`src/rtl/nds_sync_rx_fifo.sv`:
```
// rtl/nds_sync_rx_fifo.sv - receive-side circular FIFO behind the pulse-plus-data synchronizer
//
// Purpose:
//   Buffers each synchronized strobe (in_pulse) and its word (in_data) in a
//   small circular FIFO in the b_clk domain. A consumer drains words through
//   a valid/ready handshake. Pushes that arrive while the FIFO is full and no
//   pop frees a slot are dropped, and a sticky overflow flag records the drop.
//
// Ports:
//   b_clk      in   clock, rising edge
//   b_reset_n  in   asynchronous active-low reset
//   clear      in   synchronous flush of pointers and overflow (highest priority)
//   in_pulse   in   push strobe, one cycle per word
//   in_data    in   word to push (DATA_BIT)
//   out_valid  out  head entry available
//   out_ready  in   consumer accepts the head when out_valid=1
//   out_data   out  head entry (DATA_BIT)
//   count      out  stored entries, 0..DEPTH (ADDR_BIT+1)
//   full       out  count == DEPTH
//   overflow   out  sticky dropped-word flag
//
// Configuration:
//   NDS_SYNC_RX_FIFO_BYPASS_EN - when defined, an empty FIFO forwards in_data
//   to out_data combinationally; if out_ready is also high the word is
//   consumed without being stored. When undefined, latency is exactly 1 cycle.

module nds_sync_rx_fifo #(
  parameter int                  DATA_BIT         = 32,
  parameter int                  ADDR_BIT         = 2,
  parameter logic [DATA_BIT-1:0] RESET_DATA_VALUE = {DATA_BIT{1'b0}}
) (
  input  logic                b_clk,
  input  logic                b_reset_n,
  input  logic                clear,
  input  logic                in_pulse,
  input  logic [DATA_BIT-1:0] in_data,
  output logic                out_valid,
  input  logic                out_ready,
  output logic [DATA_BIT-1:0] out_data,
  output logic [ADDR_BIT:0]   count,
  output logic                full,
  output logic                overflow
);

  localparam int DEPTH = 1 << ADDR_BIT;

  logic [DATA_BIT-1:0] r_mem [DEPTH];
  logic [ADDR_BIT:0]   r_wp;
  logic [ADDR_BIT:0]   r_rp;
  logic                r_overflow;

  logic w_empty;
  logic w_full;
  logic w_fifo_pop;
  logic w_bypass;
  logic w_push;
  logic w_drop;

  // The extra pointer MSB separates full (same slot, different lap) from empty.
  assign w_empty = (r_wp == r_rp);
  assign w_full  = (r_wp[ADDR_BIT-1:0] == r_rp[ADDR_BIT-1:0]) &&
                   (r_wp[ADDR_BIT] != r_rp[ADDR_BIT]);

  // A pop only ever takes a stored entry; a bypassed word never touches rp.
  assign w_fifo_pop = !w_empty && out_ready;

`ifdef NDS_SYNC_RX_FIFO_BYPASS_EN
  assign w_bypass  = w_empty && in_pulse && out_ready && !clear;
  assign out_valid = !w_empty || (in_pulse && !clear);
  assign out_data  = (w_empty && in_pulse && !clear) ? in_data
                                                     : r_mem[r_rp[ADDR_BIT-1:0]];
`else
  assign w_bypass  = 1'b0;
  assign out_valid = !w_empty;
  assign out_data  = r_mem[r_rp[ADDR_BIT-1:0]];
`endif

  // A pop in the same cycle frees the slot, so a full FIFO still accepts.
  assign w_push = in_pulse && (!w_full || w_fifo_pop) && !w_bypass;
  assign w_drop = in_pulse && w_full && !w_fifo_pop;

  always_ff @(posedge b_clk or negedge b_reset_n) begin
    if (!b_reset_n) begin
      r_wp       <= '0;
      r_rp       <= '0;
      r_overflow <= 1'b0;
      for (int i = 0; i < DEPTH; i++) begin
        r_mem[i] <= RESET_DATA_VALUE;
      end
    end else if (clear) begin
      // Memory is left as is; only the pointers define what is stored.
      r_wp       <= '0;
      r_rp       <= '0;
      r_overflow <= 1'b0;
    end else begin
      if (w_push) begin
        r_mem[r_wp[ADDR_BIT-1:0]] <= in_data;
        r_wp                      <= r_wp + 1'b1;
      end
      if (w_fifo_pop) begin
        r_rp <= r_rp + 1'b1;
      end
      if (w_drop) begin
        r_overflow <= 1'b1;
      end
    end
  end

  assign count    = r_wp - r_rp;
  assign full     = w_full;
  assign overflow = r_overflow;

endmodule

```
`config.mk`:
```
export PLATFORM = sky130hd
export DESIGN_NAME = nds_sync_rx_fifo
export DESIGN_NICKNAME = d
export VERILOG_FILES = /design/src/rtl/nds_sync_rx_fifo.sv
export SDC_FILE = /design/constraint.sdc
export NUM_CORES = 1
export LEC_CHECK = 0
export CORE_MARGIN = 2
export CORE_UTILIZATION = 57
export CTS_CLUSTER_DIAMETER = 100
export CTS_CLUSTER_SIZE = 12
export DETAILED_ROUTE_END_ITERATION = 10
export DONT_BUFFER_PORTS = 1
export HOLD_SLACK_MARGIN = 0.02
export PLACE_DENSITY = 0.75
export SYNTH_ARGS = -nofsm -noshare
export SYNTH_HDL_FRONTEND = slang
export SYNTH_SLANG_ARGS = --single-unit
```
`constraint.sdc`:
```
create_clock -name b_clk -period 2.7 [get_ports b_clk]
set_clock_uncertainty 0.1 [all_clocks]
set_input_delay 0.54 -clock b_clk [delete_from_list [all_inputs] [get_ports b_clk]]
set_output_delay 0.54 -clock b_clk [all_outputs]
set_load 0.1 [all_outputs]
```
==> impl_metrics.ini, run 1 <==
[outcome]
status = finished with violations
violations = hold timing

[cells_and_area]
fin_area_um2 = 7090
syn2layout_area_growth_pct = 14.7
fin_util = 0.663
drive_gt1_frac = 0.571
fin_nets = 439
final_cell_count_no_fill = 546
diodes = 0
fill_cells = 709

[yosys]
synth-compound-area-share = 0.0235
ys_ff_latch = 135
synth_area_um2 = 6180
synthFlopType = dfrtp_1
synthTopCellsByArea = dfrtp_1, mux2_2, mux4_2
synth.most_common_cell = dfrtp_1
avgSynthCellArea_um2 = 16.8
yosys.area_share.xor_xnor = 0.00546
synth_fa_ha_area_frac = 0.0174
synth_top_family_by_area = multiplexers
synth-async-reset-ratio = 1.00
ys_seq_area_frac = 0.546
ys_types = 31
synth_edf_count = 0
synth_nets = 413
yosysTopAreaCell = dfrtp_1
synth-simple-area-share = 0.0136
synth_top_area_frac = 0.546
yosys_warnings = 0
muxShareOfSynthArea = 0.361
syn_inst = 368
synth_commonest_cells = dfrtp_1, mux2_2, mux4_2

[floorplan]
die_width_um = 108
die_height_um = 108
initial_utilization = 0.578
ios = 75
core_um2 = 10700
rows = 38
floorplan.die_area_um2 = 11700

[critical_path]
start_kind = register
crit_arrival_ns = 2.03
slowest_stage = fa_2
path_max_fanout = 4
cp_num_buf_inv = 2
path_cells = inv_1, ha_1, fa_2, xnor2_2, buf_12
critPathKind = register to output pin
crit_path_max_incr_delay_ns = 0.37
path_delay_family = adder cells
required_ns = 2.06
critPathCaptureType = output pin

[clocking]
numCtsBuffers = 17
clk_path_buf_depth = 2
ctsHoldBuffers = 1
cts_tree = done
path_clk_slew_ns = 0.06
clock-sinks = 135
htree_levels = 4
clock_latency_ns = 0.52
cts-root-buf = clkbuf_8

[route]
routed_wl_um = 11800
drt_first_pass_iters = 4
first_iter_violations = 128
drc = 0
vias_per_cell = 5.98
wl_per_cell_um = 21.6
vias = 3265
drtAntennaViolNets = 0

[global_routing]
grt_pass1_vias = 3613
grt_overflow = 0
grt_max_degree = 136
antenna_found_initial = 0
grt_usage = 0.222
grt_pass1_wl_um = 19100

[sta]
fmaxAchievable_ghz = 0.375
fin_crit_ns = 2.67
hold_viol_final = 135
fin_hold_ws_ns = -0.386
drv_slew = 0
slew-limit-headroom = 0.370
setup_viol = 0
fin_crit_sh = 0.987
rsz0062_at_grt = true
tightest_slew_ns = 0.945

[placement]
routabilityCongestion = 0.766
dp_cells = 513
portBuffers = 0
hpwlAfterDp_um = 6970
placed_area_um2 = 6470

[job]
maxCapViolCount = 0

[hold_path]
hold_class = input port to async pin

[power]
power_density_nw_per_um2 = 1280
p_leak_nw = 3.09
ir_drop_mv = 0.802
report_power, final:
part           switching (mW)  internal [mW]
clock                   0.814           1.40
combinational            2.57           1.25
sequential              0.334           2.69
worst paths after layout:
path / slack (ns) / cells past startpoint / endpoint / startpoint
hold reg to reg: 0.40 / 1 / r_mem[62] / r_mem[62]
setup / recovery: 0.03 / 5 / count[2] / r_wp[0]
setup reg to reg: 0.37 / 5 / r_mem[72] / r_wp[0]
max in group asynchronous: 2.66 / 0 / r_mem[104] / b_reset_n
hold / removal: -0.39 / 0 / overflow / b_reset_n
min in group b_clk: 0.07 / 1 / r_mem[102] / in_data[6]
cells by family after synthesis:
logic type / Yosys count
xor gates and xnor gates: 3
DFF: 135
muxes: 164
AOI/OAI and AO/OA: 13
buffers and inverters: 30
and+or+nand+nor: 15
adders and majority gates: 8
state kept, by name, summed over array words and instances, names as in the netlist:
name,cells
overflow,1
r_rp,3
r_wp,3
r_mem,128
routing by layer:
| layer | vias to the layer above | global-route usage | wire [um] |
|---|---|---|---|
| met5 | - | 0 | 0 |
| met1 | 1756 | 0.293 | 5060 |
| met3 | 13 | 0.0723 | 752 |
| met2 | 78 | 0.345 | 5830 |
| met4 | 0 | 0.0888 | 128 |
| li1 | 1418 | - | - |
through the flow:
| stage | setup slack, ns | TNS, ns | total power, mW |
|---|---|---|---|
| after global placement | 0.372 | 0 | 6.75 |
| after floorplan | -0.212 | -0.255 | 6.29 |
| after global routing | -0.0236 | -0.226 | 9.42 |
| after detailed placement | 0.316 | 0 | 6.86 |
| final | 0.0344 | 0 | 9.06 |
| after CTS | 0.00337 | 0 | 9.13 |
area by class of cell:
| type | count | area, um^2 | share of cell area |
|---|---|---|---|
| timing repair buffer | 30 | 318 | 0.0448 |
| clock buffer | 23 | 477 | 0.0672 |
| inverter | 7 | 26.3 | 0.00371 |
| clock inverter | 8 | 97.6 | 0.0138 |
| multi-input combinational | 203 | 2620 | 0.369 |
| tap | 140 | 175 | 0.0247 |
| sequential | 135 | 3380 | 0.477 |
cells in the final DEF, fill, tap and decap left out, types with 2 or more instances in the layout:
| master | Yosys | final |
|---|---|---|
| dfrtp_1 | 135 | 133 |
| mux2_2 | 124 | 124 |
| mux4_2 | 32 | 32 |
| buf_4 | 1 | 20 |
| clkbuf_16 | 0 | 16 |
| inv_1 | 7 | 7 |
| mux2_4 | 7 | 7 |
| ha_1 | 7 | 7 |
| buf_12 | 0 | 6 |
| clkbuf_8 | 0 | 5 |
| nor2_1 | 5 | 4 |
| nand2_1 | 3 | 3 |
| nor2b_1 | 3 | 3 |
| o311a_4 | 3 | 3 |
| clkinvlp_4 | 0 | 3 |
| clkinv_2 | 0 | 3 |
| xnor2_2 | 1 | 2 |
| o21a_1 | 2 | 2 |
| clkbuf_1 | 8 | 2 |
| bufinv_16 | 0 | 2 |
| buf_6 | 11 | 2 |
| dfrtp_2 | 0 | 2 |
what timing repair did:
| item | 4_1_cts | 5_1_grt |
|---|---|---|
| resized for setup | 6 | 2 |
| setup buffers | 1 | 0 |
| endpoints found under the setup margin | 25 | 17 |
| hold endpoints to repair | 136 | 135 |
| pin swaps | 1 | 1 |
(Power assumes the default switching activity.)
==> run 2: changes to the inputs <==
==> constraint.sdc (replaced) <==
create_clock -name b_clk -period 2.7 [get_ports b_clk]
set_clock_uncertainty 0.1 [all_clocks]
set_input_delay 0.135 -clock b_clk [delete_from_list [all_inputs] [get_ports b_clk]]
set_output_delay 0.135 -clock b_clk [all_outputs]
set_load 0.1 [all_outputs]
==> run 2 against run 1 <==
Effect of this change:
- the run still ends with hold timing left
- flip-flop and latch count stayed put
- register-to-register slack got worse by 0.08 ns
- critical path type unchanged
- non-clock buffer count grew 17
- total power shrank 0.80%
- wire length up 2.1%
- largest cell class unchanged
- largest power group unchanged
- cell area rose by 2.3%
- critical endpoint unchanged
- sequential share of layout area down 1.1 points
- via count grew 1.4%
- clock power is 5% higher
- count of clock-buffer cells in the layout is 1 higher
- global-route usage is essentially flat
- maximum frequency grew 9.0%
==> impl_metrics.ini, run 2 (same netlist as run 1, synthesis figures left out) <==
[critical_path]
timing.rr.start = r_wp[0]
cpMostUsedCell = buf_4
crit_path_max_incr_delay_ns = 0.50
start_kind = register
cp-startpoint = r_rp[1]
reg2reg_slack_ns = 0.29
critPathCaptureType = output pin
crit_arrival_ns = 2.21
path_cells = buf_4, fa_1, xnor2_2, buf_4
slowest_stage = fa_1
path_max_fanout = 34
required_ns = 2.47
critPathKind = register to output pin

[power]
ir_drop_mv = 1.04
power_density_nw_per_um2 = 1240
p_leak_nw = 3.15

[clocking]
clock-sinks = 135
numCtsBuffers = 17
ctsHoldBuffers = 36
cts-root-buf = clkbuf_8
cts_tree = done
path_clk_slew_ns = 0.06
clock_latency_ns = 0.53
clk_path_buf_depth = 2
htree_levels = 4

[cells_and_area]
regMostFlops = r_mem
diodes = 0
fin_nets = 456
drive_gt1_frac = 0.502
fill_cells = 752
reg_top3 = r_mem: 128 flops, r_rp: 3 flops, r_wp: 3 flops
largest_register_ffs = 128
layout_common_cells = dfrtp_1, mux2_2, dlygate4sd3_1
final_cell_count_no_fill = 564
final_common_cell = dfrtp_1
syn2layout_area_growth_pct = 17.3

[global_routing]
grt_pass1_vias = 3635
grt_max_degree = 136
antenna_found_initial = 0
grt_pass1_wl_um = 19300
grt_usage = 0.222
grt_overflow = 0

[floorplan]
initial_utilization = 0.578
floorplan.die_area_um2 = 11700
core_um2 = 10700
die_width_um = 108
rows = 38
die_height_um = 108
ios = 75

[job]
maxCapViolCount = 0

[outcome]
violations = hold timing
status = finished with violations

[hold_path]
hold_class = input port to async pin

[route]
vias = 3310
wl_per_cell_um = 21.3
routed_wl_um = 12000
route.met2.wl_um = 6030
drtAntennaViolNets = 0
drt_first_pass_iters = 4
highest_layer = met4
vias_per_cell = 5.87
drc = 0
first_iter_violations = 159
wl_met1_um = 5140
wl_met3_um = 660

[sta]
hold_viol_final = 135
slew-limit-headroom = 0.624
fmaxAchievable_ghz = 0.409
rsz0062_at_grt = false
drv_slew = 0
fin_crit_sh = 0.906
tightest_slew_ns = 0.564
setup_viol = 0
fin_hold_ws_ns = -0.805
fin_crit_ns = 2.45
tns_ns = 0

[placement]
routabilityCongestion = 0.777
portBuffers = 0
dp_cells = 496
hpwlAfterDp_um = 6800
run 2: cell count changes in the layout (fill, tap and decap cells not counted), sizes merged:
cell | before | now
clkbuf | 23 | 24
clkinvlp | 3 | 1
bufinv | 2 | 3
clkinv | 3 | 4
buf | 29 | 11
dlygate4sd3 | 1 | 36
run 2: layer usage:
layer  track usage  vias to the layer above
met3        0.0772                       19
met4        0.0788                        0
met1         0.274                     1760
met5             0                        -
met2         0.367                       65
li1              -                     1466
run 2: timing repair:
action,in CTS,in global routing
hold endpoints to repair,270,135
resized for setup,0,1
setup endpoints to repair,0,32
setup buffers,0,0
run 2: area by class of cell:
type	count	area, um^2	area share
timing repair buffer	47	459	0.0633
tap	140	175	0.0242
clock inverter	8	121	0.0167
clock buffer	24	470	0.0649
multi-input combinational	203	2620	0.361
sequential	135	3380	0.466
inverter	7	26.3	0.00362
run 2: path summary, 6_finish.rpt:
kind	to	depth (start not counted)
max	count[2]	4
min	r_mem[125]	0
max reg2reg	r_mem[108]	5
min reg2reg	overflow	1
max in group asynchronous	r_mem[60]	0
min in group b_clk	r_mem[93]	3
run 2: where the power goes:
part / leakage (nW) / switching, mW / total, mW / internal, mW
Combinational: 1.17 / 2.60 / 3.65 / 1.05
Sequential: 1.69 / 0.330 / 3.02 / 2.69
Clock: 0.289 / 0.840 / 2.32 / 1.48
run 2: worst max-delay path, delay by kind of cell, from the launching register on:
| kind | cells | cell delay (ns) |
|---|---|---|
| xor+xnor | 1 | 0.17 |
| buf+inv | 2 | 0.61 |
| fa+ha+maj | 1 | 0.50 |
| flops | 1 | 0.40 |
run 2: stage by stage:
step / hold WS [ns] / setup slack [ns] / cell area, um^2 / utilization / power (mW)
3_3_place_gp: -0.255 / 0.360 / 6300 / 0.589 / 6.53
6_report: -0.805 / 0.253 / 7250 / 0.678 / 8.99
4_1_cts: -0.816 / 0.0396 / 7250 / 0.678 / 9.05
2_1_floorplan: -0.261 / 0.0585 / 6200 / - / 6.29
5_1_grt: -0.829 / 0.135 / 7250 / 0.678 / 9.34
3_5_place_dp: -0.254 / 0.304 / 6300 / 0.589 / 6.65
